## config.mk

```make
export PLATFORM = sky130hd
export DESIGN_NAME = float32_mac_serializer
export DESIGN_NICKNAME = d
export VERILOG_FILES = /design/src/rtl/float32_mac_pkg.sv /design/src/rtl/float32_vec_fifo.sv /design/src/rtl/float32_mac_serializer.sv
export SDC_FILE = /design/constraint.sdc
export NUM_CORES = 1
export LEC_CHECK = 0
export ABC_AREA = 1
export BUFFER_PORTS_ARGS = -buffer_cell sky130_fd_sc_hd__buf_2
export CORE_AREA = 2 2 293 295
export DETAILED_ROUTE_END_ITERATION = 7
export DIE_AREA = 0 0 295 297
export GPL_TIMING_DRIVEN = 0
export PLACE_DENSITY = 0.79
export SYNTH_ARGS = -nofsm -noshare
export SYNTH_HDL_FRONTEND = slang
export SYNTH_SLANG_ARGS = --single-unit
```

## constraint.sdc

```tcl
create_clock -name clk_i -period 25.2 [get_ports clk_i]
set_input_delay 2.52 -clock clk_i [delete_from_list [all_inputs] [get_ports clk_i]]
set_output_delay 2.52 -clock clk_i [all_outputs]
set_load 0.1 [all_outputs]
```

## src/rtl/float32_mac_pkg.sv

```systemverilog
// Shared constants, FSM state type and FIFO entry layout for the float32 MAC result serializer.
package float32_mac_pkg;

  localparam int unsigned LANES      = 16;
  localparam int unsigned LANE_W     = 32;
  localparam int unsigned LANE_IDX_W = 4;
  localparam int unsigned ENTRY_W    = LANES * LANE_W + LANES + 2 + 1;

  typedef enum logic [0:0] {
    StIdle,
    StSend
  } state_e;

  typedef struct packed {
    logic                    exc;
    logic [1:0]              ovf;
    logic [LANES-1:0]        mask;
    logic [LANES*LANE_W-1:0] data;
  } entry_t;

  // Index of the lowest set bit; 0 when the mask is empty.
  function automatic logic [LANE_IDX_W-1:0] first_lane(input logic [LANES-1:0] mask);
    first_lane = '0;
    for (int i = LANES - 1; i >= 0; i--) begin
      if (mask[i]) first_lane = LANE_IDX_W'(i);
    end
  endfunction

endpackage

```

## src/rtl/float32_vec_fifo.sv

```systemverilog
// Power-of-two vector FIFO with first-word-fall-through read port and occupancy count.
module float32_vec_fifo
  import float32_mac_pkg::*;
#(
  parameter int unsigned DEPTH = 2,
  parameter int unsigned WIDTH = ENTRY_W
) (
  input  logic                   clk_i,
  input  logic                   rst_i,
  input  logic                   push_i,
  input  logic                   pop_i,
  input  logic [WIDTH-1:0]       wdata_i,
  output logic [WIDTH-1:0]       rdata_o,
  output logic [$clog2(DEPTH):0] count_o,
  output logic                   full_o
);

  localparam int unsigned PtrW = $clog2(DEPTH);
  localparam int unsigned CntW = PtrW + 1;

  logic [WIDTH-1:0] r_mem [DEPTH];
  logic [PtrW-1:0]  r_wptr;
  logic [PtrW-1:0]  r_rptr;
  logic [CntW-1:0]  r_count;
  logic             w_push;
  logic             w_pop;

  assign full_o  = (r_count == CntW'(DEPTH));
  assign count_o = r_count;
  assign rdata_o = r_mem[r_rptr];
  assign w_push  = push_i && !full_o;
  assign w_pop   = pop_i && (r_count != '0);

  // Pointers wrap naturally because DEPTH is a power of two.
  always_ff @(posedge clk_i) begin
    if (rst_i) begin
      r_wptr  <= '0;
      r_rptr  <= '0;
      r_count <= '0;
    end else begin
      if (w_push) r_wptr <= r_wptr + PtrW'(1);
      if (w_pop)  r_rptr <= r_rptr + PtrW'(1);
      if (w_push && !w_pop)      r_count <= r_count + CntW'(1);
      else if (!w_push && w_pop) r_count <= r_count - CntW'(1);
    end
  end

  always_ff @(posedge clk_i) begin
    if (w_push) r_mem[r_wptr] <= wdata_i;
  end

endmodule

```

## src/rtl/float32_mac_serializer.sv

```systemverilog
// Buffers 16-lane float32 MAC result vectors and emits the enabled lanes one word per handshake.
module float32_mac_serializer
  import float32_mac_pkg::*;
#(
  parameter int unsigned DEPTH = 2
) (
  input  logic                       clk_i,
  input  logic                       rst_i,
  input  logic                       in_valid_i,
  output logic                       in_ready_o,
  input  logic [LANES*LANE_W-1:0]    floatq_i,
  input  logic [LANES-1:0]           lane_mask_i,
  input  logic [1:0]                 overflow_i,
  input  logic                       exception_i,
  output logic                       out_valid_o,
  input  logic                       out_ready_i,
  output logic [LANE_W-1:0]          out_data_o,
  output logic [LANE_IDX_W-1:0]      out_lane_o,
  output logic                       out_last_o,
  output logic [1:0]                 sticky_ovf_o,
  output logic                       sticky_exc_o,
  input  logic                       clear_sticky_i,
  output logic [$clog2(DEPTH):0]     occupancy_o
);

  localparam int unsigned CntW = $clog2(DEPTH) + 1;

  state_e                        r_state;
  state_e                        w_state_next;
  logic [LANE_IDX_W-1:0]         r_lane;
  logic [LANE_IDX_W-1:0]         w_lane_next;
  logic [1:0]                    r_sticky_ovf;
  logic [1:0]                    w_sticky_ovf_next;
  logic                          r_sticky_exc;
  logic                          w_sticky_exc_next;

  entry_t                        w_in_entry;
  entry_t                        w_head;
  logic [LANES-1:0][LANE_W-1:0]  w_lanes;
  logic [LANES-1:0]              w_remaining;
  logic [LANES-1:0]              w_after;
  logic [LANE_IDX_W-1:0]         w_cur;
  logic [CntW-1:0]               w_count;
  logic                          w_full;
  logic                          w_push;
  logic                          w_pop;
  logic                          w_fire;
  logic                          w_last;
  logic                          w_unused_head_flags;

  assign w_in_entry = '{exc: exception_i, ovf: overflow_i, mask: lane_mask_i, data: floatq_i};
  assign in_ready_o = !rst_i && !w_full;
  assign w_push     = in_valid_i && in_ready_o;

  float32_vec_fifo #(
    .DEPTH (DEPTH),
    .WIDTH (ENTRY_W)
  ) u_fifo (
    .clk_i   (clk_i),
    .rst_i   (rst_i),
    .push_i  (w_push),
    .pop_i   (w_pop),
    .wdata_i (w_in_entry),
    .rdata_o (w_head),
    .count_o (w_count),
    .full_o  (w_full)
  );

  // Flags are folded into the stickies at acceptance; the stored copies are not read back.
  assign w_unused_head_flags = ^{w_head.exc, w_head.ovf};

  assign w_lanes     = w_head.data;
  assign w_remaining = w_head.mask & ({LANES{1'b1}} << r_lane);
  assign w_cur       = first_lane(w_remaining);
  assign w_after     = w_remaining & ~(LANES'(1) << w_cur);
  assign w_last      = (w_after == '0);

  assign out_valid_o  = !rst_i && (r_state == StSend) && (w_remaining != '0);
  assign out_data_o   = w_lanes[w_cur];
  assign out_lane_o   = w_cur;
  assign out_last_o   = w_last;
  assign w_fire       = out_valid_o && out_ready_i;
  // An all-masked head has nothing to emit and is dropped without a handshake.
  assign w_pop        = (r_state == StSend) && ((w_fire && w_last) || (w_remaining == '0));
  assign occupancy_o  = w_count;
  assign sticky_ovf_o = r_sticky_ovf;
  assign sticky_exc_o = r_sticky_exc;

  always_comb begin
    w_state_next      = r_state;
    w_lane_next       = r_lane;
    w_sticky_ovf_next = (clear_sticky_i ? 2'b00 : r_sticky_ovf) | (w_push ? overflow_i : 2'b00);
    w_sticky_exc_next = (clear_sticky_i ? 1'b0 : r_sticky_exc) | (w_push && exception_i);
    unique case (r_state)
      StIdle: if (w_push) w_state_next = StSend;
      StSend: if (w_pop && !w_push && (w_count == CntW'(1))) w_state_next = StIdle;
      default: w_state_next = StIdle;
    endcase
    if (w_pop)       w_lane_next = '0;
    else if (w_fire) w_lane_next = w_cur + LANE_IDX_W'(1);
  end

  always_ff @(posedge clk_i) begin
    if (rst_i) begin
      r_state      <= StIdle;
      r_lane       <= '0;
      r_sticky_ovf <= '0;
      r_sticky_exc <= 1'b0;
    end else begin
      r_state      <= w_state_next;
      r_lane       <= w_lane_next;
      r_sticky_ovf <= w_sticky_ovf_next;
      r_sticky_exc <= w_sticky_exc_next;
    end
  end

endmodule
```

Yosys cells after proc, flatten, opt, wreduce, memory -nomap -nowiden --
Memory sizes are Yosys's and may differ from the RTL's. A register that Yosys moved wholly into a read port is not among the register bits. Index checks and enable logic that the tools add are counted.
Word-level totals: output and inout port bits 44, memories 1, input bits 536, bits in writable memories 1062, bits in registers 12
Operators by class: add/sub/neg operators 5, equality and inequality tests 2, bitwise operators 6, magnitude comparators 1, shift-type cells 2, muxes and demuxes 30, reduce and logical (&&, ||, !) cells 26
Memory list:
- u_fifo.r_mem | depth 2, width 531, rd ports 1, clocked after memory_dff 1, wr ports 1, line float32_vec_fifo.sv:21 | logic [WIDTH-1:0] r_mem [DEPTH];
Operators by type and width (count):
- $bmux W32 S4 | 1
- $mux W4 | 16
- $and A16 B16 Y16 | 2
- $logic_not A16 Y1 | 2
- $mux W32 | 1
- $not A16 Y16 | 1
- $reduce_bool A16 Y1 | 1
- $shl A1 B4 Y16 const A | 1
- $shl A16 B4 Y16 const A | 1
- $logic_and A1 B1 Y1 | 14
- $mux W2 | 4
- $mux W1 | 7
- $logic_not A1 Y1 | 5
- $lt A4 B5 Y1 const B | 1
- $add A4 B1 Y4 const B | 1
- $reduce_bool A2 Y1 | 2
- $add A1 B1 Y1 const B | 2
- $add A2 B1 Y2 const B | 1
- $eq A2 B1 Y1 const B | 1
- $eq A2 B2 Y1 const B | 1
- $or A2 B2 Y2 | 1
- $pmux W1 S2 | 1
- $reduce_or A2 Y1 | 1
- $sub A2 B1 Y2 const B | 1
- other kinds (3) | 3

Depth between registers and ports, before layout --
Gate-level depths: netlist (run 1).
depth after elaboration 29, depth in mapped cells 35

By module --
A second synthesis (run 1) with hierarchy kept.
Unflattened totals: cells, all modules 3386, area total of the unflattened synthesis 46716.1 um^2
By module, submodules not included:
- float32_vec_fifo | area an instance 38748.4 um^2, cells each 1688, times used 1, seq. area each 31990.7 um^2
- float32_mac_serializer | area an instance 7967.6 um^2, cells each 1698, times used 1, seq. area each 160.2 um^2

Worst setup path after synthesis (run 1) --
OpenSTA, ideal clock, no wires.
kind input to register, start point input rst_i, end point memory u_fifo.r_mem[1][0] (netlist name) (enable), path buffers 0, cell stages on the path 3, arrival time 26.069 ns, required time 23.764 ns, slack -2.305 ns, cells stage by stage nor2_1 nand2_1 nor2_1
On the way: longest elaborated chain between the ends 6
Ends and longest elaborated chain:
- start, declared | line float32_mac_serializer.sv:8 | input logic rst_i,
- $logic_not A1 Y1 | line float32_mac_serializer.sv:52 | assign in_ready_o = !rst_i && !w_full;
- $logic_and A1 B1 Y1 | line float32_mac_serializer.sv:52
- $logic_and A1 B1 Y1 | line float32_mac_serializer.sv:53 | assign w_push = in_valid_i && in_ready_o;
- $logic_and A1 B1 Y1 | line float32_vec_fifo.sv:31 | assign w_push = push_i && !full_o;
- $mux W1 | line float32_vec_fifo.sv:49 | if (w_push) r_mem[r_wptr] <= wdata_i;
- $mux W1 (implied by the code) | line float32_vec_fifo.sv:49
- end, declared | line float32_vec_fifo.sv:21
No other way between the ends.

Final worst setup path (run 1) --
start point register r_lane[2], end point output out_last_o
On the way: longest elaborated chain between the ends 22
Ends and longest elaborated chain:
- start, declared | line float32_mac_serializer.sv:30 | logic [LANE_IDX_W-1:0] r_lane;
- start signal, assigned | line float32_mac_serializer.sv:111 | r_lane <= w_lane_next;
- $shl A16 B4 Y16 * | line float32_mac_serializer.sv:73 | assign w_remaining = w_head.mask & ({LANES{1'b1}} << r_lane);
- $and A16 B16 Y16 * | line float32_mac_serializer.sv:73
- $mux W4 (16 in a row) | line float32_mac_pkg.sv:25 | if (mask[i]) first_lane = LANE_IDX_W'(i);
- $shl A1 B4 Y16 | line float32_mac_serializer.sv:75 | assign w_after = w_remaining & ~(LANES'(1) << w_cur);
- $not A16 Y16 | line float32_mac_serializer.sv:75
- $and A16 B16 Y16 * | line float32_mac_serializer.sv:75
- $logic_not A16 Y1 * | line float32_mac_serializer.sv:76 | assign w_last = (w_after == '0);
- end, declared | line float32_mac_serializer.sv:19 | output logic out_last_o,
Mark *: on every way between the ends. The rest lies on a longest branch, timed or not.

==> results.md, run 1 <==
- The die is 295 um wide.
- Max-cap violations in this run came to 0.
- The DRC violation count after routing is 0.
- After detailed routing, the average wire length per cell comes to 27.4 um.
- The sequential fraction of the synthesis area is 73.1%.
- After synthesis the cells add up to 43700 sq um.
- Of the total power, the share spent switching nets is 26.5%.
- Entering global routing, the biggest net connects 33 pins.
- Clock latency on the worst-skew pair, taken at its later pin, is 0.68 ns.
- The critical path in this run is classified as register to output pin.
- The initial utilization of the core area, before any placement, comes to 51.7%.
- The relative max-transition margin is 7.88%.
- Buffers placed on the I/O ports in this run total 579.
- The final cell utilization of the core is 62.2%.
- In this run, synthesis produced a sequential element count of 1069.
- The minimum clock period after layout is 8.04 ns.
- The first-pass GRT wire length is 192000 um.
- At the placement stage, the worst setup path has a slack of 17.98 ns.
- The number of max-slew violations in the final report was 0.
- The post-detailed-route via-to-cell ratio is 5.82.
- The part of the total power dissipated in sequential elements is 49.4%.
- The portion of the clock cycle consumed by the worst path in the final layout is 31.9%.
- The number of enable-type register cells in the synthesized netlist is 1056.
- The arrival time at the worst endpoint is 5.52 ns.
- The library cell appearing most often on the critical path is nand2_1.
- The floorplan die height is 297 um.
- Per report_power, the clock group accounts for 37.6% of the total.
- The cell-internal power is 3.04 mW.
- After clock tree synthesis, the repair step resized 0 gates.
- Across the routed clock network, the largest skew measured is 0.0153 ns.
- The post-synthesis async set-or-reset flop share is 0%.
- The TritonCTS buffer count is 107.
- Among all flip-flop cells after synthesis, the most frequent one is edfxtp_1.
- The power density of the placed cells is 78.7 nW/um^2.
- CTS built an H-tree with a depth of 3.
- Along the worst path, the maximum fanout reaches 11.
- Summed over all nets, the half-perimeter wirelength after detailed placement is 102000 um.
- In this design, the stage delay of the slowest critical-path cell is 0.90 ns.
- The buffer levels on the longest clock path is 3.
- The worst IR drop on VDD is 0.0649 mV.
- STA classifies the critical path endpoint as an output pin.
- The worst path required time is 22.68 ns.
- The overall fraction of global-route tracks in use is 30.9%.
- In the layout the commonest cells are edfxtp_1, nand3_1, buf_2, mux2i_1, nand2_1.
- TritonCTS built the clock tree.
- The number of warnings issued by yosys is 0.
- The worst min-delay path category is register to register.
- In the final design database the tool counted 4308 nets.
- The first-pass iteration count of the detailed router is 7.
- Row generation in the floorplan step produced 107 rows.
- Setup repair after global routing left no endpoint under its margin.
- After clock tree synthesis, the clock-pin slew on the worst setup and hold paths is 0.06 ns.
- The share of final-layout standard cells stronger than drive strength 1 is 22.4%.
- For this design, the slowest cell found on the critical path is buf_1.
- At the end of routability-driven placement, the weighted congestion stood at 0.903.
- The clock net in this run drives a total of 1069 sinks.
- The run finished with clean final reports.
- Wires add up to 139000 um.
- The detailed router finished its first iteration with 3287 violations.
- The synthesized netlist contains 35 unique library cells.
- The die covers 87600 sq um.
- The share of power burned in combinational logic is 13.0%.
- After floorplanning, the core was sized to cover 84500 sq um.
- The cell count after synthesis came out at 3035.
- The highest attainable clock frequency is 124 MHz.
- The depth of the worst hold-timing path is 2.
- The initial antenna violation count was 82.
- The minimum hold slack is 0.461 ns.
- Setup violations remaining at the end of the flow were counted as 0.
- 580 I/O pins were placed.
- The pin slew with the least headroom to its limit is 1.38 ns.
- The hold buffer count at CTS is 0.
- Leaving out fill and tap cells, the most frequent cell in the layout is edfxtp_1.
- Averaged over all synthesized cells, the footprint is 14.4 sq um.
- The total via count after detailed routing is 29500.
- The root buffer cell is clkbuf_16.
- Synthesis produced a netlist with a net count of 3581.
- The number of routed nets with antenna violations is 0.
- The final hold violation count was 0.
- The critical path goes through nor3_1 -> o2111ai_2 -> nand2_1 -> a21oi_2 -> inv_2 -> buf_2 -> buf_1 -> ha_1 -> nand2_1 -> o21bai_1 -> nand2_1 -> nor2_1 -> and3_1 -> buf_2.
- The via count of the first global-routing pass is 29000.
- Summed over all nets, the switching power comes to 1.09 mW.
- The post-CTS repair timing setup buffer count is 0.
- In the post-route analysis, the smallest setup slack over all paths is 17.16 ns.
- The depth of the worst register-to-register path is 18.
- Summed over all layers, the global routing overflow is 0.
- The area growth from synthesis to final layout is 20.1%.
- Summed over all cells, the static leakage comes to 18.1 nW.
- The worst setup path is launched from a register.
==> per-layer routing <==
layer  vias up  track usage (%)  wire length, um
li1      13000                -                -
met1     14500             39.4            51200
met2      1691             50.4            67100
met3       321             6.52            13100
met4        36             15.5             6840
met5         -                0              235
==> cells by family (layout without fill, tap and decap cells) <==
group / Yosys count / count (layout) / share of synthesized area [%]
and+or+nand+nor: 1167 / 1167 / 12.2
DFF: 1069 / 1069 / 73.1
muxes: 480 / 480 / 11.0
buffers and inverters: 236 / 1051 / 2.43
AOI/OAI and AO/OA: 72 / 72 / 0.896
adders and majority gates: 10 / 10 / 0.286
xor gates and xnor gates: 1 / 1 / 0.0200
other: 0 / 69 / 0
==> per-stage QoR <==
step                cells  power, mW  setup TNS, ns  area [sq um]
finish               5063       4.13              0         52500
global route         5039       4.24              0         52400
CTS                  4994       4.14              0         52300
detailed placement   4797       2.61              0         48900
global placement     4758       2.67              -         48000
floorplan            3035       2.43       -2418.61         43700
==> cell type report <==
cell class                      count  area, sq um
Buffer                            197          921
Clock buffer                      134         2790
Sequential cell                  1069        32000
Tap cell                         1144         1430
Fill cell                        6205        32000
Clock inverter                     63          634
Multi-Input combinational cell   1730        10700
Inverter                           39          146
Timing Repair Buffer              618         3750
Antenna cell                       69          173
==> Yosys cell counts, types with 16 or more instances <==
cell type  count  area share (%)
edfxtp_1    1056              73
o21ai_0       38            0.44
inv_1         30            0.26
clkbuf_1     107            0.92
o21ai_1       16            0.18
mux2i_1      480              11
nand2_1      337             2.9
buf_4         24            0.41
nand3_1      708             8.1
buf_2         40            0.46
buf_1         21            0.18
nor2_1        98            0.84
==> registers in the layout, summed over array words and instances, names as in the netlist, named ones only <==
name,flops
r_lane,4
u_fifo.r_wptr,1
u_fifo.count_o,2
r_state,1
sticky_ovf_o,2
sticky_exc_o,1
u_fifo.r_mem,1056
u_fifo.r_rptr,1
==> power groups by stage <==
| stage | clock network, mW | logic [mW] | registers, mW |
|---|---|---|---|
| floorplan | 0 | 0.290 | 2.14 |
| global placement | 0 | 0.504 | 2.17 |
| detailed placement | 0 | 0.529 | 2.08 |
| CTS | 1.56 | 0.532 | 2.04 |
| global route | 1.63 | 0.566 | 2.04 |
| finish | 1.55 | 0.538 | 2.04 |
==> critical path, delay by kind of cell, from the launching register on <==
kind                     cells  cell delay (ns)
AO/OA/AOI/OAI                3             0.95
adder cells (fa/ha/maj)      1             0.38
buffers and inverters        4             1.94
flip-flops                   1             0.37
AND/OR/NAND/NOR              6             1.18
==> path summary, 6_finish.rpt <==
| kind | start | to | slack (ns) |
|---|---|---|---|
| max reg2reg | r_lane[2]$_SDFFE_PP0P_ | u_fifo.count_o[0]$_SDFFE_PP0P_ | 19.92 |
| min reg2reg | sticky_exc_o$_SDFF_PP0_ | sticky_exc_o$_SDFF_PP0_ | 0.46 |
| min | sticky_exc_o$_SDFF_PP0_ | sticky_exc_o$_SDFF_PP0_ | 0.46 |
| max | r_lane[2]$_SDFFE_PP0P_ | out_last_o | 17.16 |
Note: power is estimated with default switching activity, not from simulation.
==> run 2, diff against run 1 <==
--- a/config.mk
+++ b/config.mk
@@ -5,13 +5,13 @@
 export SDC_FILE = /design/constraint.sdc
 export NUM_CORES = 1
 export LEC_CHECK = 0
-export ABC_AREA = 1
+export ABC_AREA = 0
 export BUFFER_PORTS_ARGS = -buffer_cell sky130_fd_sc_hd__buf_2
-export CORE_AREA = 2 2 293 295
+export CORE_AREA = 2 2 271 273
 export DETAILED_ROUTE_END_ITERATION = 7
-export DIE_AREA = 0 0 295 297
+export DIE_AREA = 0 0 273 275
 export GPL_TIMING_DRIVEN = 0
-export PLACE_DENSITY = 0.79
+export PLACE_DENSITY = 0.82
 export SYNTH_ARGS = -nofsm -noshare
 export SYNTH_HDL_FRONTEND = slang
 export SYNTH_SLANG_ARGS = --single-unit
==> constraint.sdc (replaced) <==
create_clock -name clk_i -period 8.1 [get_ports clk_i]
set_input_delay 0.81 -clock clk_i [delete_from_list [all_inputs] [get_ports clk_i]]
set_output_delay 0.81 -clock clk_i [all_outputs]
set_load 0.1 [all_outputs]
==> run 2 against run 1 <==
Effect of this change: sequential power rose to 3.1 times the previous value; worst setup slack got worse by 15 ns; final cell count decreased by 30%; sequential cell count is the same; largest power group unchanged; worst hold slack worse by 0.14 ns; total power grew to 3.8 times the previous value.
==> results.md, run 2 <==
- The flow ran to the end, and the final reports show no timing, DRC or antenna violations.
- The post-CTS repair timing setup buffer count came to 0 (unchanged).
- The arrival time at the worst endpoint is 5.39 ns (-0.13 ns).
- The summed negative setup slack over all endpoints is 0 ns (unchanged).
- The DRC violation count after routing came to 0 (unchanged).
- Leaving out fill and tap cells, the most frequent cells in the layout are edfxtp_1, buf_2, mux4_2, clkbuf_16, o22ai_1.
- The net count after synthesis is 2306 (-36%).
- The endpoint of the most critical register-to-register path is u_fifo.count_o[1]$_SDFFE_PP0P_.
- The die width came to 273 um (-7.5%).
- The hold buffer count at CTS is 0 (unchanged).
- The area growth from synthesis to final layout is 20.2%.
- The depth of the worst hold-timing path is 1 (-1).
- The total of fill cells in the finished design is 4473 (-28%).
- The worst path required time was 7.29 ns (-15.39 ns).
- The commonest cells after synthesis are edfxtp_1, mux4_2, o22ai_1.
- The maximum fanout encountered on the critical timing path is 10 (-1).
- The number of max-slew violations in the final report was 0 (unchanged).
- The number of warnings issued by yosys is 0 (unchanged).
- The total half-perimeter wirelength after legalization and detailed placement is 77400 um (-24%).
- The library cell used most frequently in the layout, excluding fill and tap cells, is edfxtp_1.
- The count of standard-cell rows is 99 (-7.5%).
- The floorplan die height is 275 um (-7.4%).
- The number of enable-type register cells in the synthesized netlist was 1056 (unchanged).
- The max-cap check violation count was 0 (unchanged).
- The number of routed nets with antenna violations is 0 (unchanged).
- The core box area is 72300 sq um (-14%).
- The nature of the critical path endpoint is an output pin.
- The relative max-transition margin is 9.83% (+2.0 points).
- The multi-input gate area in the final layout is 8350 sq um (-22%).
- The final hold violation count came to 0 (unchanged).
- The number of flip-flops under the largest register name is 1056 (unchanged).
- The most instantiated library cell after synthesis is edfxtp_1.
- The portion of the clock cycle consumed by the worst path in the final layout is 76.6%.
- The effective utilization at floorplan was 56.4% (+4.7 points).
- The minimum clock period after layout is 6.20 ns.
- The register area is 32000 sq um (about the same).
- Setup repair after global routing left no endpoint under its margin.
- The final-report setup violation count is 0 (unchanged).
- The category of the worst setup path launch point is a register.
- The clock slew at the register clock pins of the worst setup and hold paths is 0.06 ns (about the same).
- The source of the worst hold timing path is floatq_i[205].
- The minimum hold slack is 0.323 ns (-0.137 ns).
- The register-to-register setup slack is 2.96 ns (-16.96 ns).
- TritonCTS built the clock tree.
- The largest register by flop count is u_fifo.r_mem.
- The power density of the placed cells came to 318 nW/um^2 (+300%).
- The remaining global-route overflow is 0 (unchanged).
- The proportion of netlist area held by the largest area contributor is 77.7% (+5.2 points).
- The share of final-layout standard cells stronger than drive strength 1 is 45.0% (+23 points).
- The total via count after detailed routing is 22400 (-24%).
- In this run the worst hold path is classified as input pin to register.
- The post-synthesis cell area is 40800 sq um (-6.7%).
- The final weighted congestion in routability-driven placement came to 0.874 (-3.3%).
- The longest individual stage delay on the worst path was 0.79 ns (-0.11 ns).
- The first-pass GRT wire length is 156000 um (-19%).
- The pin slew with the least headroom to its limit came to 1.35 ns (-0.0293 ns).
- The clock network latency to the later pin of the worst-skew pair came to 0.67 ns (about the same).
- The final non-filler cell area was 49100 sq um (-6.6%).
- The reported leakage power is 16.8 nW (-7.3%).
- The biggest area consumer among synthesized cells is edfxtp_1.
- The total clock sinks is 1069 (unchanged).
- The unique cell type count in the Yosys netlist was 63 (+80%).
- The largest registers in the layout are u_fifo.r_mem: 1056 flops, r_lane: 4 flops.
- The worst IR drop on VDD was 0.331 mV (+410%).
- The pin count of the biggest net entering global routing came to 73 (+120%).
- The worst-case hold path end point is u_fifo.r_mem[0][205]$_DFFE_PP_.
- The sequential fraction of the synthesis area is 78.3% (+5.2 points).
- The path type of the worst setup path is register to output pin.
- The first-pass iteration count of the detailed router is 5 (-2).
- In the synthesized netlist the dominant register cell turns out to be edfxtp_1.
- The post-detailed-route via-to-cell ratio is 6.28 (+7.8%).
- The instance area after placement was 45500 sq um (-6.9%).
- The gate count after technology mapping was 1760 (-42%).
- The final routed wire length divided by cell count was 31.7 um (+16%).
- Static timing analysis puts the maximum clock frequency at 161 MHz.
- The root buffer cell is clkbuf_16.
- The quantity of gates resized following cts is 0 (unchanged).
- The DRC marker count from the first detailed-route iteration is 2880 (-12%).
- The number of ports placed on the die boundary is 580 (unchanged).
- The number of H-tree branching levels was 3 (unchanged).
- The buffering stage count on the worst path with inverters included is 5 (+1).
- The count of buffers from port buffering is 579 (unchanged).
- Yosys attributes the largest share of cell area to edfxtp_1, mux4_2, o22ai_1.
- In this design, the largest share of critical-path delay is due to buffers and inverters.
- The library cell appearing most often on the critical path is buf_6.
- The TritonCTS buffer count came to 103 (-3.7%).
- The post-synthesis sequential element count is 1069 (unchanged).
- The net total in the final layout was 3017 (-30%).
- The depth of the worst register-to-register path came to 22 (+4).
- The buffer levels on the longest clock path is 3 (unchanged).
- The mean cell area of the mapped netlist is 23.2 sq um (+61%).
- The worst setup skew after layout is 0.0202 ns (+0.00494 ns).
- The total wire length came to 113000 um (-18%).
- The initial antenna violation count is 73 (-11%).
- The overall fraction of global-route tracks in use is 29.8% (-1.1 points).
- On the critical path, the stage with the largest delay is an instance of clkbuf_1.
- The critical path goes through buf_6 -> buf_6 -> mux2i_1 -> nor2_1 -> o311ai_1 -> a311o_1 -> a311oi_2 -> buf_4 -> o21ai_1 -> clkbuf_1 -> o22ai_1 -> nor4_2 -> buf_2.
- The via count of the first global-routing pass is 23300 (-20%).
- The post-synthesis async set-or-reset flop share is 0% (unchanged).
- The die area is 75100 sq um (-14%).
## run 2: cell types whose count changed in the layout (fill, tap and decap cells not counted), sizes merged, moves of 16 or more
cell,change
nand3,-706
mux2i,-467
nand2,-326
mux4,+256
o22ai,+129
clkbuf,-75
nor2,-72
buf,-49
o21ai,-47
nor4,+33
inv,-31
diode,-16
## run 2: worst register-to-register path: stages (launching register included)
cell,delay (ns)
dfxtp_1,0.40
buf_6,0.19
buf_6,0.20
mux2i_1,0.28
or2_2,0.19
o221ai_1,0.15
a311o_1,0.31
nand2_2,0.21
buf_4,0.31
buf_2,0.50
ha_1,0.29
ha_1,0.17
o22a_1,0.12
o221ai_1,0.10
nor4_1,0.31
nand4_1,0.38
nor2_1,0.19
o21ai_0,0.12
ha_1,0.25
xor2_1,0.14
nor2_1,0.06
a21oi_1,0.11
nor2_1,0.05
## run 2: cells by family (layout without fill, tap and decap cells)
family / count (synthesis) / after routing / synth area share (%)
DFF: 1069 / 1069 / 78.3
muxes: 274 / 274 / 14.6
AOI/OAI and AO/OA: 179 / 179 / 3.36
and+or+nand+nor: 121 / 121 / 2.04
buffers and inverters: 104 / 894 / 1.24
adders and majority gates: 10 / 10 / 0.307
xor gates and xnor gates: 3 / 3 / 0.0644
other: 0 / 53 / 0
## run 2: final cells by class
class / count / area share (%)
Sequential cell: 1069 / 65.2
Inverter: 9 / 0.0688
Timing Repair Buffer: 606 / 7.13
Antenna cell: 53 / 0.270
Tap cell: 959 / 2.45
Buffer: 95 / 1.02
Clock buffer: 124 / 5.50
Clock inverter: 60 / 1.37
Multi-Input combinational cell: 587 / 17.0
## run 2: worst max-delay path by stage
stage | start | to | slack, ns | cells after the start
CTS | register | out_data_o[0] | 1.90 | 13
floorplan | rst_i | u_fifo.r_mem[0][0]$_DFFE_PP_ | -1.88 | 4
global route | register | out_last_o | 1.66 | 17
finish | register | out_data_o[20] | 1.90 | 13
global placement | rst_i | u_fifo.r_mem[0][304]$_DFFE_PP_ | -4.89 | 5
detailed placement | register | out_last_o | 2.63 | 17
## run 2: power by group
group	internal [mW]	switching (mW)	leakage, nW
logic	1.55	2.90	5.38
clock network	2.73	2.02	1.64
registers	6.34	0.0647	9.79
## run 2: stage by stage
| step | instances | setup WS, ns | utilization [%] | power, mW |
|---|---|---|---|---|
| 2_1_floorplan | 1760 | -1.88 | - | 9.68 |
| 3_3_place_gp | 3298 | -4.89 | 62.1 | 10.9 |
| 3_5_place_dp | 3324 | 2.63 | 63.0 | 11.0 |
| 4_1_cts | 3508 | 1.90 | 67.6 | 15.7 |
| 5_1_grt | 3540 | 1.66 | 67.8 | 16.0 |
| 6_report | 3562 | 1.90 | 67.8 | 15.6 |
## run 2: per-layer routing
metal	vias to the layer above	global-route usage, %	routed length [um]
met1	11600	35.7	38900
met5	-	0	384
met4	62	12.6	4180
li1	9121	-	-
met3	297	8.67	11000
met2	1316	50.9	58600
